`src/rtl/pll_lock_ctrl.sv`:
```
// PLL reset/lock sequencer on refclk: holds PLL in reset, waits for synchronized lock, qualifies it
// over a stability window, then asserts ready. All outputs registered (1 cycle after decision), no backpressure.
module pll_lock_ctrl #(
    parameter int RST_CYCLES    = 16,
    parameter int LOCK_TIMEOUT  = 50000,
    parameter int STABLE_CYCLES = 1024,
    parameter int CNT_W         = 17
) (
    input  logic       refclk,
    input  logic       rst_n,
    input  logic       relock_req,
    input  logic       pll_locked,
    output logic       pll_rst,
    output logic       ready,
    output logic       timeout_pulse,
    output logic [7:0] retry_cnt,
    output logic [7:0] loss_cnt
);

    typedef enum logic [1:0] {
        ST_RESET     = 2'd0,
        ST_WAIT_LOCK = 2'd1,
        ST_STABLE    = 2'd2,
        ST_RUN       = 2'd3
    } state_t;

    localparam logic [CNT_W-1:0] RST_LAST     = CNT_W'(RST_CYCLES - 1);
    localparam logic [CNT_W-1:0] TIMEOUT_LAST = CNT_W'(LOCK_TIMEOUT - 1);
    localparam logic [CNT_W-1:0] STABLE_LAST  = CNT_W'(STABLE_CYCLES - 1);

    state_t           state_q, state_d;
    logic [CNT_W-1:0] cnt_q, cnt_d;
    logic             sync1_q, locked_s_q;
    logic             pll_rst_q, pll_rst_d;
    logic             ready_q, ready_d;
    logic             timeout_q, timeout_d;
    logic [7:0]       retry_q, retry_d;
    logic [7:0]       loss_q, loss_d;
    logic             timeout_evt;
    logic             loss_evt;

    // pll_locked is asynchronous to refclk; only locked_s_q is used for decisions.
    always_ff @(posedge refclk or negedge rst_n) begin
        if (!rst_n) begin
            sync1_q    <= 1'b0;
            locked_s_q <= 1'b0;
        end else begin
            sync1_q    <= pll_locked;
            locked_s_q <= sync1_q;
        end
    end

    always_ff @(posedge refclk or negedge rst_n) begin
        if (!rst_n) begin
            state_q   <= ST_RESET;
            cnt_q     <= '0;
            pll_rst_q <= 1'b1;
            ready_q   <= 1'b0;
            timeout_q <= 1'b0;
            retry_q   <= 8'd0;
            loss_q    <= 8'd0;
        end else begin
            state_q   <= state_d;
            cnt_q     <= cnt_d;
            pll_rst_q <= pll_rst_d;
            ready_q   <= ready_d;
            timeout_q <= timeout_d;
            retry_q   <= retry_d;
            loss_q    <= loss_d;
        end
    end

    always_comb begin
        state_d     = state_q;
        cnt_d       = cnt_q;
        timeout_evt = 1'b0;
        loss_evt    = 1'b0;
        if (relock_req) begin
            // A relock request overrides everything, including a simultaneous loss of lock.
            state_d = ST_RESET;
            cnt_d   = '0;
        end else begin
            case (state_q)
                ST_RESET: begin
                    if (cnt_q == RST_LAST) begin
                        state_d = ST_WAIT_LOCK;
                        cnt_d   = '0;
                    end else begin
                        cnt_d = cnt_q + 1'b1;
                    end
                end
                ST_WAIT_LOCK: begin
                    // Lock is checked first so it wins over a coincident timeout.
                    if (locked_s_q) begin
                        state_d = ST_STABLE;
                        cnt_d   = '0;
                    end else if (cnt_q == TIMEOUT_LAST) begin
                        state_d     = ST_RESET;
                        cnt_d       = '0;
                        timeout_evt = 1'b1;
                    end else begin
                        cnt_d = cnt_q + 1'b1;
                    end
                end
                ST_STABLE: begin
                    if (!locked_s_q) begin
                        state_d = ST_WAIT_LOCK;
                        cnt_d   = '0;
                    end else if (cnt_q == STABLE_LAST) begin
                        state_d = ST_RUN;
                        cnt_d   = '0;
                    end else begin
                        cnt_d = cnt_q + 1'b1;
                    end
                end
                ST_RUN: begin
                    if (!locked_s_q) begin
                        state_d  = ST_RESET;
                        cnt_d    = '0;
                        loss_evt = 1'b1;
                    end
                end
                default: begin
                    state_d = ST_RESET;
                    cnt_d   = '0;
                end
            endcase
        end
    end

    // Outputs are decoded from the next state so they change on the same edge as the state.
    always_comb begin
        pll_rst_d = (state_d == ST_RESET);
        ready_d   = (state_d == ST_RUN);
        timeout_d = timeout_evt;
        retry_d   = retry_q;
        loss_d    = loss_q;
        if (timeout_evt && (retry_q != 8'hFF)) begin
            retry_d = retry_q + 8'd1;
        end
        if (loss_evt && (loss_q != 8'hFF)) begin
            loss_d = loss_q + 8'd1;
        end
    end

    assign pll_rst       = pll_rst_q;
    assign ready         = ready_q;
    assign timeout_pulse = timeout_q;
    assign retry_cnt     = retry_q;
    assign loss_cnt      = loss_q;

endmodule

```
`config.mk`:
```
export PLATFORM = sky130hd
export DESIGN_NAME = pll_lock_ctrl
export DESIGN_NICKNAME = d
export VERILOG_FILES = /design/src/rtl/pll_lock_ctrl.sv
export SDC_FILE = /design/constraint.sdc
export NUM_CORES = 1
export LEC_CHECK = 0
export BUFFER_PORTS_ARGS = -buffer_cell sky130_fd_sc_hd__clkbuf_2
export CORE_ASPECT_RATIO = 2
export CORE_MARGIN = 1.5
export CORE_UTILIZATION = 50
export CTS_BUF_LIST = sky130_fd_sc_hd__clkbuf_8
export CTS_CLUSTER_SIZE = 30
export DETAILED_ROUTE_END_ITERATION = 8
export PLACE_DENSITY_LB_ADDON = 0.2
export SLEW_MARGIN = 20
export SYNTH_ARGS = -nofsm -noshare
export SYNTH_HDL_FRONTEND = slang
export SYNTH_SLANG_ARGS = --single-unit
```
`constraint.sdc`:
```
create_clock -name refclk -period 3.1 [get_ports refclk]
set_input_delay 0.155 -clock refclk [delete_from_list [all_inputs] [get_ports refclk]]
set_output_delay 0.155 -clock refclk [all_outputs]
set_load 0.03 [all_outputs]
```
# == Word-level counts from Yosys, hierarchy flattened ==
# Cells that the tools add are included.
# totals
register_bits,40
input_bits,4
output_inout_bits,19
word_cells,49
# classes
n_addsub,3
n_eq_ne,10
muxes,23
reduce_logical,4
# op_table
operator,n
$mux W17,7
$pmux W17 S4,1
$add A17 B1 Y17 const B,1
$eq A17 B10 Y1 const B,1
$eq A17 B16 Y1 const B,1
$eq A17 B4 Y1 const B,1
$add A8 B1 Y8 const B,2
$ne A8 B8 Y1 const B,2
$mux W2,7
$pmux W2 S4,1
$mux W1,7
$eq A2 B2 Y1 const B,3
$logic_not A2 Y1,2
$ne A3 B3 Y1 const B,1
$eq A2 B1 Y1 const B,1
$logic_and A1 B1 Y1,2

# == Longest topological paths before layout ==
# depth
ltp_word,6
ltp_mapped,8
ltp_nobuf,7

# == Worst setup path after synthesis ==
# No wires, ideal clock.
# synth_timing
kind,register to register
from,register cnt_q[10]
to,register retry_q[1] (netlist: retry_cnt[1])
setup_ns,0.127
t_arrival_ns,2.230
required_time_ns,2.973
setup_slack_ns,0.743
path_stages_with_launch,6
n_path_buf,0
period_less_slack_ns,2.357
path_cell_list,dfrtp_1 -> or4_4 -> nor4_4 -> nand4_1 -> a311oi_4 -> mux2_1
# synth_between
elab_chain_len,6
# synth_rtl
element,line_no,source
from (decl),32,"logic [CNT_W-1:0] cnt_q, cnt_d;"
from (signal assigned),64,cnt_q <= cnt_d;
$eq A17 B16 Y1,97,end else if (cnt_q == TIMEOUT_LAST) begin
$mux W1,97,
$mux W1,94,if (locked_s_q) begin
$mux W1,83,case (state_q)
$mux W1,78,if (relock_req) begin
$logic_and A1 B1 Y1,138,if (timeout_evt && (retry_q != 8'hFF)) begin
to (signal assigned),68,retry_q <= retry_d;
to (decl),37,"logic [7:0] retry_q, retry_d;"
# Every way passes these cells.
# A chain may end at the register's enable or synchronous reset.

# == Worst setup path in the final report ==
# layout_timing
from,register cnt_q[10]
to,register cnt_q[10]
# layout_between
elab_chain_len,5
# layout_rtl
element,line_no
"$add A17 B1 Y17, or another cell as far along","89, 102, 113"
"$mux W17, on equally long branches","109, 97"
"$mux W17, on equally long branches","106, 94"
$pmux W17 S4 *,83
$mux W17 *,78
# Mark *: on every way between the ends. The rest lies on a longest branch, timed or not.

==> summary.md <==
| Metric | Value |
|---|---|
| Crit path kind | `flip-flop to flip-flop` |
| Starting Density | `52.0%` |
| Yosys Warn Count | `0` |
| Antenna cells | `0` |
| RSZ-0062 raised after global routing | `false` |
| FF+latch count, synth | `40` |
| Chip height | `92.4 um` |
| # DRC | `0` |
| Hold Crit Class | `input port to asynchronous set/reset pin` |
| Combinational share of power | `3.9%` |
| Placed Cells | `262` |
| Async set or reset register ratio after synthesis | `100%` |
| Total Die Area | `4410 sq um` |
| Largest net degree at the start of global routing | `41` |
| Layout Area Growth over Synthesis | `14.0%` |
| DRT Pass-1 Iters | `4` |
| Slew margin rel. | `40.5%` |
| CTS tree | `built` |
| Avg WL per Cell | `15.9 um` |
| CP startpoint | `cnt_q[10]` |
| Violated checks | `negative hold slack` |
| Routability cong. | `0.800` |
| Synth Area in Compound Gates | `15.2%` |
| Max-cap violations | `0` |
| Final Slew Violations | `0` |
| Power Density | `407 nW/um^2` |
| First-pass GRT wire length | `7.21 mm` |
| Share of cells above drive strength 1 | `19.1%` |
| Vias in the first global route | `1578` |
| Least-Margin Pin Slew | `0.892 ns` |
| Layout Skew | `0.00623 ns` |
| Internal reg-to-reg setup slack | `0.51 ns` |
| Part of the power in registers | `57.1%` |
| Setup WS post-layout | `0.514 ns` |
| Worst vdd ir | `0.285 mV` |
| DRT iter0 DRCs | `33` |
| Die Wd | `47.7 um` |
| Main combinational cell family by area after synthesis | `simple AND/OR/NAND/NOR gates` |
| I/O pins | `23` |
| Final Instance Count excl. Fillers | `271` |
| Clock transition at path regs | `0.08 ns` |
| Synth Area in Adders | `1.88%` |
| Final TNS setup | `0 ns` |
| Antenna violations before repair | `0` |
| Net Count, Synth | `196` |
| Synth top cells by count | `dfrtp_1 (39), xnor2_1 (13), nand2_1 (12), o21ai_1 (12), nand3_1 (11)` |
| Routed vias | `1562` |
| Total Routed Length | `4.31 mm` |
| Critical R2R Launch | `cnt_q[10]` |
| Longest Clk Path Bufs | `2` |
| Post-synth top area cell | `dfrtp_1` |
| Unique cell type count in the Yosys netlist | `38` |
| Setup crit end kind | `flip-flop` |
| Clk pwr share | `39.0%` |
| Post-CTS resize count | `0` |
| CTS H-Tree Depth | `2` |
| Worst Setup EP | `cnt_q[10]` |
| Syn_area_per_cell | `10.6 sq um` |
| Via density | `5.76` |
| Reg2Reg Depth | `7` |
| P_leak | `1.09 nW` |
| Sink Count | `40` |
| Mux cell area share after synthesis | `0.563%` |
| # hold bufs at CTS | `1` |
| Fillcell total | `347` |
| Simple-Gate Fraction of Synth Area | `23.2%` |
| Sw Ratio | `22.9%` |
| Top-area cell type share of the netlist area | `48.8%` |
| Total CTS buffers | `5` |
| Worst path max stage delay | `0.58 ns` |
| Fin nets | `226` |
| Routed Antenna Nets | `0` |
| Clk_lat worst skew | `0.29 ns` |
| Period utilization | `83.4%` |
| Reg2reg end | `cnt_q[10]` |
| Main synth FF type | `dfrtp_1` |
| Synthesized netlist cell count | `189` |
| Setup Viol. Count Final | `0` |
| CP arrival | `2.77 ns` |
| Global route overflow | `0` |
| Fmax | `387 MHz` |
| Pre-CTS setup slack | `0.555 ns` |
| Post-synth EDFFs | `0` |
| Top cells by area, synth | `dfrtp_1 (49%), xnor2_1 (5.7%), nor3b_1 (3.4%), or3_1 (3.1%), o21ai_1 (3.0%)` |
| Int Power | `0.715 mW` |
| Status | `finished, violations left` |
| I/O Buffers | `22` |
| Syn Std Cell Area | `2000 sq um` |
| Most frequent cell after synthesis | `dfrtp_1` |
| Post-CTS setup buffer count | `0` |
| Core Region | `3840 sq um` |
| NetSw | `0.213 mW` |
| Post-synthesis xor/xnor area fraction | `6.57%` |
| Root Driver | `clkbuf_8` |
| Total GRT Usage | `22.3%` |
| Crit Path Max Fanout | `21` |
| Final Util | `59.3%` |
| Sequential fraction of the synthesis area | `50.1%` |
| Crit path launch type | `flip-flop` |
| HPWL Detailed | `3.11 mm` |
| Critical-path cell list | `or4_4, nor4_4, a41oi_2, o31ai_4, buf_4, o21ai_1, a21o_1` |
| Endpoints failing hold | `31` |
| WP data required | `3.29 ns` |
| CP max-delay cell | `or4_4` |
| FP Rows | `32` |
| Worst hold slack | `-0.0201 ns` |
| Fin crit period | `2.59 ns` |
==> logic make-up after synthesis <==
logic type,Yosys count
AOI/OAI and AO/OA,41
xor gates and xnor gates,15
adders and majority gates,3
buffers and inverters,11
DFF,40
muxes,1
and+or+nand+nor,78
==> cell usage in the layout (no fill, tap or decap), types with 2 or more instances in the layout <==
| cell type | count |
|---|---|
| a21o_1 | 7 |
| a21oi_1 | 8 |
| and3_1 | 9 |
| and4_1 | 3 |
| buf_4 | 3 |
| clkbuf_2 | 21 |
| clkbuf_8 | 6 |
| clkinv_2 | 2 |
| dfrtp_1 | 39 |
| ha_1 | 3 |
| inv_1 | 8 |
| nand2_1 | 12 |
| nand3_1 | 11 |
| nand4_1 | 7 |
| nor2_1 | 9 |
| nor3_1 | 2 |
| nor3b_1 | 9 |
| o21ai_0 | 4 |
| o21ai_1 | 12 |
| or3_1 | 10 |
| xnor2_1 | 13 |
| xor2_1 | 2 |
==> stage by stage <==
| stage | area (sq um) | total power [mW] |
|---|---|---|
| detailed placement | 2180 | 0.576 |
| global route | 2280 | 0.964 |
| global placement | 2180 | 0.574 |
| CTS | 2280 | 0.940 |
| finish | 2280 | 0.929 |
| floorplan | 2000 | 0.558 |
==> power by group through the flow <==
stage	Sequential, mW	Clock [mW]	Combinational (mW)
floorplan	0.540	0	0.0186
global placement	0.540	0	0.0336
detailed placement	0.541	0	0.0353
CTS	0.531	0.374	0.0364
global route	0.531	0.392	0.0410
finish	0.531	0.362	0.0358
==> worst min-delay path by stage <==
stage                           from  endpoint  slack (ns)
after floorplan                rst_n  cnt_q[0]       -0.14
after global placement    pll_locked   sync1_q        0.26
after detailed placement  pll_locked   sync1_q        0.26
after CTS                      rst_n  cnt_q[3]        0.05
after global routing           rst_n  cnt_q[8]        0.06
final                          rst_n  cnt_q[8]       -0.02
==> layer usage <==
layer  up-vias  global-route usage (%)  share of wire, %
met2        27                    39.6                57
met4         0                    6.76               1.0
met5         -                       0                 0
met1       780                    25.2                40
li1        751                       -                 -
met3         4                    4.09               2.1
==> worst max-delay path: cells and delay by family, from the launching register on <==
kind / cells / cell delay, ns
AOI/OAI and AO/OA: 4 / 0.85
DFF: 1 / 0.44
buffers and inverters: 1 / 0.28
and+or+nand+nor: 2 / 0.91
==> sequential cells by signal, indices dropped and copies added, names as in the netlist <==
register,count
cnt_q,17
locked_s_q,1
loss_cnt,8
pll_rst,1
ready,1
retry_cnt,8
state_q,2
sync1_q,1
timeout_pulse,1
==> area by class of cell <==
| cell class | instances | area [sq um] | area share (%) |
|---|---|---|---|
| clock inverter | 2 | 10.0 | 0.439 |
| timing repair buffer | 26 | 143 | 6.26 |
| multi-input combinational | 138 | 948 | 41.6 |
| tap | 51 | 63.8 | 2.80 |
| sequential | 40 | 1000 | 44.0 |
| inverter | 8 | 30.0 | 1.32 |
| clock buffer | 6 | 82.6 | 3.62 |
Note: power is estimated with default switching activity, not from simulation.
